$ cat src/rtl/ps2_pkg.sv
// Shared types and constants for the PS/2 keyboard receiver.
package ps2_pkg;

  // Frame receiver states
  typedef enum logic [1:0] {
    IDLE   = 2'd0,
    DATA   = 2'd1,
    PARITY = 2'd2,
    STOP   = 2'd3
  } ps2_state_e;

  // Prefix bytes that modify the following scan code
  localparam logic [7:0] PS2_PREFIX_EXT = 8'hE0;
  localparam logic [7:0] PS2_PREFIX_BRK = 8'hF0;

  // Layout of a queued code: {expand, break, byte[7:0]}
  localparam int CODE_W   = 10;
  localparam int CODE_EXP = 9;
  localparam int CODE_BRK = 8;

endpackage

$ cat src/rtl/ps2_code_fifo.sv
// Synchronous show-ahead FIFO for decoded scan codes.
// dout always presents the head entry; push while full is dropped unless a
// pop happens in the same cycle, and pop while empty is ignored.
module ps2_code_fifo #(
  parameter int WIDTH = 10,
  parameter int DEPTH = 8,
  parameter int AW    = 3
) (
  input  logic             clk,
  input  logic             rst,
  input  logic             push,
  input  logic [WIDTH-1:0] din,
  input  logic             pop,
  output logic [WIDTH-1:0] dout,
  output logic             empty,
  output logic             full
);

  logic [WIDTH-1:0] mem [DEPTH];
  logic [AW-1:0]    wr_ptr;
  logic [AW-1:0]    rd_ptr;
  logic [AW:0]      count;
  logic             do_push;
  logic             do_pop;

  assign empty   = (count == '0);
  assign full    = (count == (AW+1)'(DEPTH));
  assign do_pop  = pop && !empty;
  assign do_push = push && (!full || do_pop);
  assign dout    = mem[rd_ptr];

  // Storage, pointers and occupancy; mem is cleared so the head reads zero after reset
  always_ff @(posedge clk) begin
    if (rst) begin
      wr_ptr <= '0;
      rd_ptr <= '0;
      count  <= '0;
      for (int i = 0; i < DEPTH; i++) mem[i] <= '0;
    end else begin
      if (do_push) begin
        mem[wr_ptr] <= din;
        wr_ptr      <= wr_ptr + AW'(1);
      end
      if (do_pop) rd_ptr <= rd_ptr + AW'(1);
      case ({do_push, do_pop})
        2'b10:   count <= count + (AW+1)'(1);
        2'b01:   count <= count - (AW+1)'(1);
        default: count <= count;
      endcase
    end
  end

endmodule

$ cat src/rtl/ps2_keyboard_rx.sv
// PS/2 keyboard receiver: synchronises the raw PS/2 lines, decodes 11-bit
// frames (start, 8 data LSB first, odd parity, stop), folds E0/F0 prefixes
// into the code and queues {expand, break, byte} in a show-ahead FIFO.
// A partial frame is abandoned after TIMEOUT_CYCLES clocks without a falling
// edge on ps2_clk.
//
// Optional build macro PS2_RX_TYPEMATIC_FILTER_EN: drop a make code that
// repeats the last queued make (keyboard auto-repeat) until a break, frame
// error or reset intervenes.
//
// Read handshake: code_valid=1 means code_out holds the oldest entry; driving
// rd_en=1 in that cycle pops it at the clock edge. rd_en with code_valid=0 is
// ignored.
module ps2_keyboard_rx
  import ps2_pkg::*;
#(
  parameter int SYNC_STAGES    = 3,
  parameter int TIMEOUT_CYCLES = 50000,
  parameter int FIFO_DEPTH     = 8,
  parameter int FIFO_AW        = 3
) (
  input  logic       clk,
  input  logic       rst,
  input  logic       ps2_clk,
  input  logic       ps2_data,
  input  logic       rd_en,
  output logic [9:0] code_out,
  output logic       code_valid,
  output logic       fifo_full,
  output logic       overflow,
  output logic       frame_err
);

  localparam int TW = $clog2(TIMEOUT_CYCLES) + 1;

  logic [SYNC_STAGES-1:0] clk_sync;
  logic [SYNC_STAGES-1:0] data_sync;
  logic                   clk_prev;
  logic                   fe;
  logic                   din;

  ps2_state_e             state;
  logic [2:0]             bit_cnt;
  logic [7:0]             shift_reg;
  logic                   parity_bit;
  logic                   expand;
  logic                   brk;
  logic [TW-1:0]          tmo_cnt;

  logic                   frame_good;
  logic                   is_prefix;
  logic                   repeat_make;
  logic                   timeout_hit;
  logic                   push;
  logic [CODE_W-1:0]      code;
  logic                   fifo_empty;

  // Synchronise both PS/2 lines; reset to the idle-high bus level so no false edge appears
  always_ff @(posedge clk) begin
    if (rst) begin
      clk_sync  <= '1;
      data_sync <= '1;
      clk_prev  <= 1'b1;
    end else begin
      clk_sync  <= {clk_sync[SYNC_STAGES-2:0], ps2_clk};
      data_sync <= {data_sync[SYNC_STAGES-2:0], ps2_data};
      clk_prev  <= clk_sync[SYNC_STAGES-1];
    end
  end

  assign fe  = clk_prev && !clk_sync[SYNC_STAGES-1];
  assign din = data_sync[SYNC_STAGES-1];

  assign frame_good  = (state == STOP) && fe && din && (^{shift_reg, parity_bit});
  assign is_prefix   = (shift_reg == PS2_PREFIX_EXT) || (shift_reg == PS2_PREFIX_BRK);
  assign timeout_hit = (state != IDLE) && !fe && (tmo_cnt == TW'(TIMEOUT_CYCLES - 1));

  always_comb begin
    code            = '0;
    code[CODE_EXP]  = expand;
    code[CODE_BRK]  = brk;
    code[7:0]       = shift_reg;
  end

`ifdef PS2_RX_TYPEMATIC_FILTER_EN
  logic       last_valid;
  logic [8:0] last_make;

  assign repeat_make = !brk && last_valid && (last_make == {expand, shift_reg});

  // Remember the last make queued; any break or frame error forgets it
  always_ff @(posedge clk) begin
    if (rst) begin
      last_valid <= 1'b0;
      last_make  <= '0;
    end else if (timeout_hit || ((state == STOP) && fe && !frame_good)) begin
      last_valid <= 1'b0;
    end else if (frame_good && !is_prefix) begin
      if (brk) begin
        last_valid <= 1'b0;
      end else begin
        last_valid <= 1'b1;
        last_make  <= {expand, shift_reg};
      end
    end
  end
`else
  assign repeat_make = 1'b0;
`endif

  // Push lands on the stop-bit edge so code_valid rises on the following cycle
  assign push = frame_good && !is_prefix && !repeat_make;

  // Frame FSM with timeout, prefix tracking and error pulse
  always_ff @(posedge clk) begin
    if (rst) begin
      state      <= IDLE;
      bit_cnt    <= '0;
      shift_reg  <= '0;
      parity_bit <= 1'b0;
      expand     <= 1'b0;
      brk        <= 1'b0;
      tmo_cnt    <= '0;
      frame_err  <= 1'b0;
    end else begin
      frame_err <= 1'b0;
      if ((state == IDLE) || fe) tmo_cnt <= '0;
      else                       tmo_cnt <= tmo_cnt + TW'(1);

      if (timeout_hit) begin
        state     <= IDLE;
        frame_err <= 1'b1;
        expand    <= 1'b0;
        brk       <= 1'b0;
        tmo_cnt   <= '0;
      end else if (fe) begin
        case (state)
          IDLE: begin
            // A high start bit is treated as noise and ignored
            if (!din) begin
              state   <= DATA;
              bit_cnt <= '0;
            end
          end
          DATA: begin
            shift_reg <= {din, shift_reg[7:1]};
            bit_cnt   <= bit_cnt + 3'd1;
            if (bit_cnt == 3'd7) state <= PARITY;
          end
          PARITY: begin
            parity_bit <= din;
            state      <= STOP;
          end
          STOP: begin
            state <= IDLE;
            if (frame_good) begin
              if (shift_reg == PS2_PREFIX_EXT) begin
                expand <= 1'b1;
              end else if (shift_reg == PS2_PREFIX_BRK) begin
                brk <= 1'b1;
              end else begin
                expand <= 1'b0;
                brk    <= 1'b0;
              end
            end else begin
              frame_err <= 1'b1;
              expand    <= 1'b0;
              brk       <= 1'b0;
            end
          end
          default: state <= IDLE;
        endcase
      end
    end
  end

  // Sticky flag: a code was lost because the FIFO was full and not being read
  always_ff @(posedge clk) begin
    if (rst)                            overflow <= 1'b0;
    else if (push && fifo_full && !rd_en) overflow <= 1'b1;
  end

  ps2_code_fifo #(
    .WIDTH (CODE_W),
    .DEPTH (FIFO_DEPTH),
    .AW    (FIFO_AW)
  ) u_fifo (
    .clk   (clk),
    .rst   (rst),
    .push  (push),
    .din   (code),
    .pop   (rd_en),
    .dout  (code_out),
    .empty (fifo_empty),
    .full  (fifo_full)
  );

  assign code_valid = !fifo_empty;

endmodule

$ cat config.mk
export PLATFORM = sky130hd
export DESIGN_NAME = ps2_keyboard_rx
export DESIGN_NICKNAME = d
export VERILOG_FILES = /design/src/rtl/ps2_pkg.sv /design/src/rtl/ps2_code_fifo.sv /design/src/rtl/ps2_keyboard_rx.sv
export SDC_FILE = /design/constraint.sdc
export NUM_CORES = 1
export LEC_CHECK = 0
export ABC_AREA = 1
export CORE_AREA = 2 2 140 108
export CTS_BUF_LIST = sky130_fd_sc_hd__clkbuf_2 sky130_fd_sc_hd__clkbuf_4 sky130_fd_sc_hd__clkbuf_8
export CTS_CLUSTER_SIZE = 30
export DETAILED_ROUTE_END_ITERATION = 7
export DIE_AREA = 0 0 142 110
export SETUP_SLACK_MARGIN = 0.15
export SYNTH_ARGS = -nofsm -noshare
export SYNTH_HDL_FRONTEND = slang
export SYNTH_HIERARCHICAL = 1
export SYNTH_SLANG_ARGS = --single-unit
$ cat constraint.sdc
create_clock -name clk -period 2.3 [get_ports clk]
set_clock_uncertainty 0.15 [all_clocks]
set_input_delay 0.46 -clock clk [delete_from_list [all_inputs] [get_ports clk]]
set_output_delay 0.46 -clock clk [all_outputs]
set_load 0.03 [all_outputs]
Word level (Yosys, flattened, before mapping)
Memory sizes are Yosys's and may differ from the RTL's. A register that Yosys moved wholly into a read port is not among the register bits.
Cells that the tools add are included.
{ "word_totals": {"register_bits": 52, "ram_bits": 80, "inputBits": 5, "output_inout_bits": 14, "word_cells": 98, "n_memories": 1} }
{ "op_classes": {"addsub": 6, "eq_ne": 14, "mux": 26, "bitwise": 1, "n_reduce_logical": 35} }
{ "mem_list": {"columns": ["name", "words", "width", "rd", "rd_clocked_by_memory_dff", "write_ports", "line_no", "text"], "rows": [
  ["u_fifo.mem", 8, 10, 1, 1, 8, "ps2_code_fifo.sv:19", "logic [WIDTH-1:0] mem [DEPTH];"]
]} }
{ "op_table": {"columns": ["op", "count"], "rows": [
  ["$add 17x1->17 const B", 1],
  ["$eq 17x16->1 const B", 1],
  ["$eq 8x8->1 const B", 2],
  ["$mux 1", 16],
  ["$reduce_and 3->1", 5],
  ["$mux 3", 4],
  ["$logic_and 1x1->1", 11],
  ["$mux 10", 1],
  ["$reduce_or 10->1", 1],
  ["$add 3x1->3 const B", 3],
  ["$reduce_xor 9->1", 1],
  ["$pmux 2 s4", 1],
  ["$pmux 4 s2", 1],
  ["$eq 2x2->1 const B", 3],
  ["$logic_not 1->1", 6],
  ["$ne 2x2->1 const B", 3],
  ["$pmux 3 s2", 1],
  ["$reduce_bool 2->1", 3],
  ["$add 4x1->4 const B", 1],
  ["$eq 2x1->1 const B", 2],
  ["$eq 4x4->1 const B", 1],
  ["$logic_not 4->1", 1],
  ["$mux 2", 2],
  ["$reduce_and 4->1", 1],
  ["8 further kinds", 10]
]} }

Logic depth before layout (Yosys ltp)
{ "logic_depth": {"word_depth": 12, "depth_mapped": 20, "depth_no_buf": 20} }

Modules after synthesis
Netlist, hierarchy kept.
{ "modules_own_cells": {"columns": ["module", "n_inst", "cells_each", "area_each_um2", "seq_area_each_um2"], "rows": [
  ["ps2_code_fifo", 1, 406, 4217.8, 2662.6],
  ["ps2_keyboard_rx", 1, 270, 2030.7, 840.8]
]} }

Worst setup path before layout
No wires, ideal clock.
{ "synth_timing": {"kind": "reg-to-reg", "start": "register shift_reg[5]", "end": "register u_fifo.count[3]", "setup_ps": 115, "t_arrival_ps": 2260, "required_time_ps": 2035, "setup_slack_ps": -225, "path_stages_with_launch": 21, "path_buffers": 0, "period_less_slack_ps": 2525, "path_cell_list": "dfxtp_1 nand2_2 inv_2 nor2_2 nand2_1 nand2_1 nand2_2 nand2_1 nand2_2 nand3_2 nor2_1 inv_1 nand3_1 inv_1 ha_1 a21oi_1 nand3_1 nand2_1 nand3_1 nand2_1 nor2_1"} }
{ "synth_between": {"elab_chain_len": 7, "word_cells_on_any_way": 12, "cone_classes": "eq/ne (4); mux (1); reduce/logical (7)"} }
{ "synth_rtl": {"columns": ["item", "line_no", "text"], "rows": [
  ["from (decl)", "ps2_keyboard_rx.sv:44", "logic [7:0] shift_reg;"],
  ["from (signal assigned)", "ps2_keyboard_rx.sv:146", "shift_reg <= {din, shift_reg[7:1]};"],
  ["$eq 8x8->1", "ps2_keyboard_rx.sv:75", "assign is_prefix = (shift_reg == PS2_PREFIX_EXT) || (shift_reg == PS2_PREFIX_BRK);"],
  ["$logic_or 1x1->1", "ps2_keyboard_rx.sv:75", null],
  ["$logic_not 1->1", "ps2_keyboard_rx.sv:112", "assign push = frame_good && !is_prefix && !repeat_make;"],
  ["$logic_and 1x1->1 *", "ps2_keyboard_rx.sv:112", null],
  ["via push", "ps2_keyboard_rx.sv:54", "logic push;"],
  ["$logic_and 1x1->1 *", "ps2_code_fifo.sv:29", "assign do_push = push && (!full || do_pop);"],
  ["$eq 2x1->1 / $eq 2x2->1 (equally long branches)", "ps2_code_fifo.sv:45", "case ({do_push, do_pop})"],
  ["$pmux 4 s2 / $reduce_bool 2->1 (equally long branches)", null, null],
  ["to (signal assigned)", "ps2_code_fifo.sv:46", "2'b10: count <= count + (AW+1)'(1);"],
  ["to (signal assigned)", "ps2_code_fifo.sv:47", "2'b01: count <= count - (AW+1)'(1);"],
  ["to (signal assigned)", "ps2_code_fifo.sv:48", "default: count <= count;"],
  ["to (decl)", "ps2_code_fifo.sv:22", "logic [AW:0] count;"]
]} }
The timed path passes the listed nets; every way through them passes the cells marked *.
A chain may end at the register's enable or synchronous reset.

==> qor.yml <==
outcome: "finished with violations"
violations: "setup timing"
path_clk_slew_ps: 80
drive_above_1_share_pct: 32.61
pin_count: 19
synth-seq-cells: 135
final_cell_mix: "129 x nor2_1, 87 x nand2_1, 80 x edfxtp_1"
clockBufferDepth: 2
synth-main-ff-cell: "edfxtp_1"
num_rows: 38
r2r_cells: 16
final_max_slew_viol_count: 0
pre_cts_slack_ps: -91.71
die_x_um: 142
finalHoldViolCount: 0
reg2reg_to: "u_fifo/mem[6][7]"
p_int_mw: 4.701
drv_cap: 0
worstPathMaxFanout: 8
vias_per_cell: 5.202
crit_buf_inv: 3
wire_per_inst_um: 16.12
min_period_ps: 2436
core_sq_um: 14220
grt_pass1_wl_mm: 24.94
numCtsBuffers: 17
ir_worst_vdd_mv: 0.3903
synth_edf_count: 80
avgSynthCellArea_sq_um: 9.243
floorplan.initialDensity_pct: 43.95
io_buffers: 18
start_kind: "register"
switchingPower_mw: 2.368
tightest_slew_ps: 502.7
max_freq_ghz: 0.4105
finalCritPeriodShare_pct: 105.9
ys_seq_area_share_pct: 56.07
min_from: "data_sync[0]"
ys_warn_count: 6
setup-tns-final_ps: -1558
switching_share_pct: 33.50
diodes: 0
path_delay_family: "buffers and inverters"
crit_path_top_delay_cell: "dfxtp_4"
largest_register_ffs: 80
grt_usage_pct: 20.97
grt_max_degree: 25
cts.sinks: 135
p_comb_share_pct: 34.6
antenna_found_initial: 0
holdWs_ps: 267.0
crit_path_max_incr_delay_ps: 410
path_class: "reg2out"
p_leak_nw: 3.179
critPathArrivalTime_ps: 1830
place.gp.congestion: 0.8319
fp.dieArea_sq_um: 15620
reg2reg_from: "shift_reg[3]"
hold_buffers: 0
cts_tree: "yes"
ant_nets: 0
syn-cell-area_sq_um: 6248
seqPwrFrac_pct: 39.6
synth_nets: 693
rsz0062_at_grt: "true"
num_vias: 5036
die_h_um: 110
firstDrtPassIters: 5
async_reset_ff_share_pct: 0
setup-violations-final: 35
grt_pass1_vias: 4810
drc_errors: 0
cp-end-kind: "output port"
required_ps: 1690
p_per_area_nw_per_um2: 850.0
syn_inst: 676
cts_htree_levels: 4
relSlewSlack_pct: 66.45
setup_ws_ps: -136.0
root_buffer: "clkbuf_8"
dpl.hpwl_mm: 9.929
min_path_cells: 1
fin_nets: 792
clock_latency_ps: 450
grt_overflow: 0
hp-class: "reg2reg"
min_to: "data_sync[1]"
clockPowerShare_pct: 25.7
drt_iter0_markers: 453
ff2ff_setup_slack_ps: -60
ys_types: 38
final_common_cell: "nor2_1"
syn2layout_area_growth_pct: 33.08
routed_wirelength_mm: 15.61
cp_cell_sequence: "buf_12, buf_12, mux2i_4, o22ai_2, nand2_1, nand2_1, buf_6"
## cell type report
class,count,area (sq um)
Inverter,64,245.2
Tap cell,180,225.2
Sequential cell,135,3533
Multi-Input combinational cell,460,2882
Clock inverter,15,127.6
Clock buffer,17,234.0
Fill cell,1183,5901
Timing Repair Buffer,97,1069
## per-layer routing
metal | vias to the layer above | share of wire [%] | track usage (%)
met5 | - | 0 | 0
met4 | 0 | 1.9 | 7.571
met3 | 22 | 5.4 | 6.048
met2 | 135 | 46 | 32.30
met1 | 2427 | 47 | 28.47
li1 | 2452 | - | -
## cell families (layout without fill, tap and decap cells)
kind of cell             count (synthesis)  in the layout  synth area share [%]
AND/OR/NAND/NOR                        321            329                 22.99
adder cells (fa/ha/maj)                 12             12                 2.523
XOR/XNOR                                 8              8                 1.121
AO/OA/AOI/OAI                           91             91                 7.829
flip-flops                             135            135                 56.07
buffers and inverters                   89            193                 6.267
multiplexers                            20             20                 3.204
## cell usage after synthesis, types with 2 or more instances
| library cell | n | share of area (%) |
|---|---|---|
| nand2_2 | 12 | 1.2 |
| buf_6 | 5 | 0.90 |
| or2_1 | 2 | 0.20 |
| xnor2_1 | 3 | 0.42 |
| a21oi_1 | 34 | 2.7 |
| inv_1 | 56 | 3.4 |
| inv_2 | 7 | 0.42 |
| xor2_1 | 5 | 0.70 |
| buf_2 | 4 | 0.32 |
| a21oi_2 | 2 | 0.28 |
| nor2_4 | 2 | 0.36 |
| nor3_1 | 11 | 0.88 |
| nor2_2 | 6 | 0.60 |
| nor2_1 | 132 | 7.9 |
| o21ai_0 | 34 | 2.7 |
| nand3_2 | 2 | 0.32 |
| nand3_1 | 23 | 1.8 |
| ha_1 | 11 | 2.2 |
| clkbuf_1 | 12 | 0.72 |
| or2_2 | 6 | 0.60 |
| edfxtp_1 | 80 | 38 |
| nand4_2 | 2 | 0.40 |
| dfxtp_1 | 55 | 18 |
| nor3b_1 | 2 | 0.24 |
| o22ai_1 | 20 | 2.0 |
| nand4_1 | 3 | 0.30 |
| buf_4 | 4 | 0.48 |
| mux2i_1 | 20 | 3.2 |
| nand2_1 | 112 | 6.7 |
## worst max-delay path by stage
stage,to,cells past startpoint
after floorplan,u_fifo/count[3],20
after global placement,code_out[6],7
after detailed placement,u_fifo/count[3],19
after CTS,code_out[8],6
after global routing,u_fifo/count[3],19
final,code_out[6],7
## metrics by stage
step                      area, sq um  instances  power, mW  util [%]
after floorplan                  6359        676      3.919         -
after global placement           7041        901      4.531     49.52
after detailed placement         7041        901      4.576     49.52
after CTS                        8031        959      6.824     56.50
after global routing             8315        968      7.384     58.49
final                            8315        968      7.069     58.49
## what timing repair did
action                     4_1_cts  5_1_grt
setup endpoints to repair      150      176
resized for setup              123       46
pin swaps                       31       18
setup buffers                   12        6
cloned                          14        3
## power by group through the flow
stage | clock network [mW] | logic (mW) | registers (mW)
final | 1.82 | 2.45 | 2.80
after global routing | 1.96 | 2.61 | 2.81
after CTS | 1.85 | 2.19 | 2.78
after detailed placement | 0 | 1.76 | 2.81
after global placement | 0 | 1.72 | 2.81
after floorplan | 0 | 1.14 | 2.78
Power figures use the tool's default switching activity.
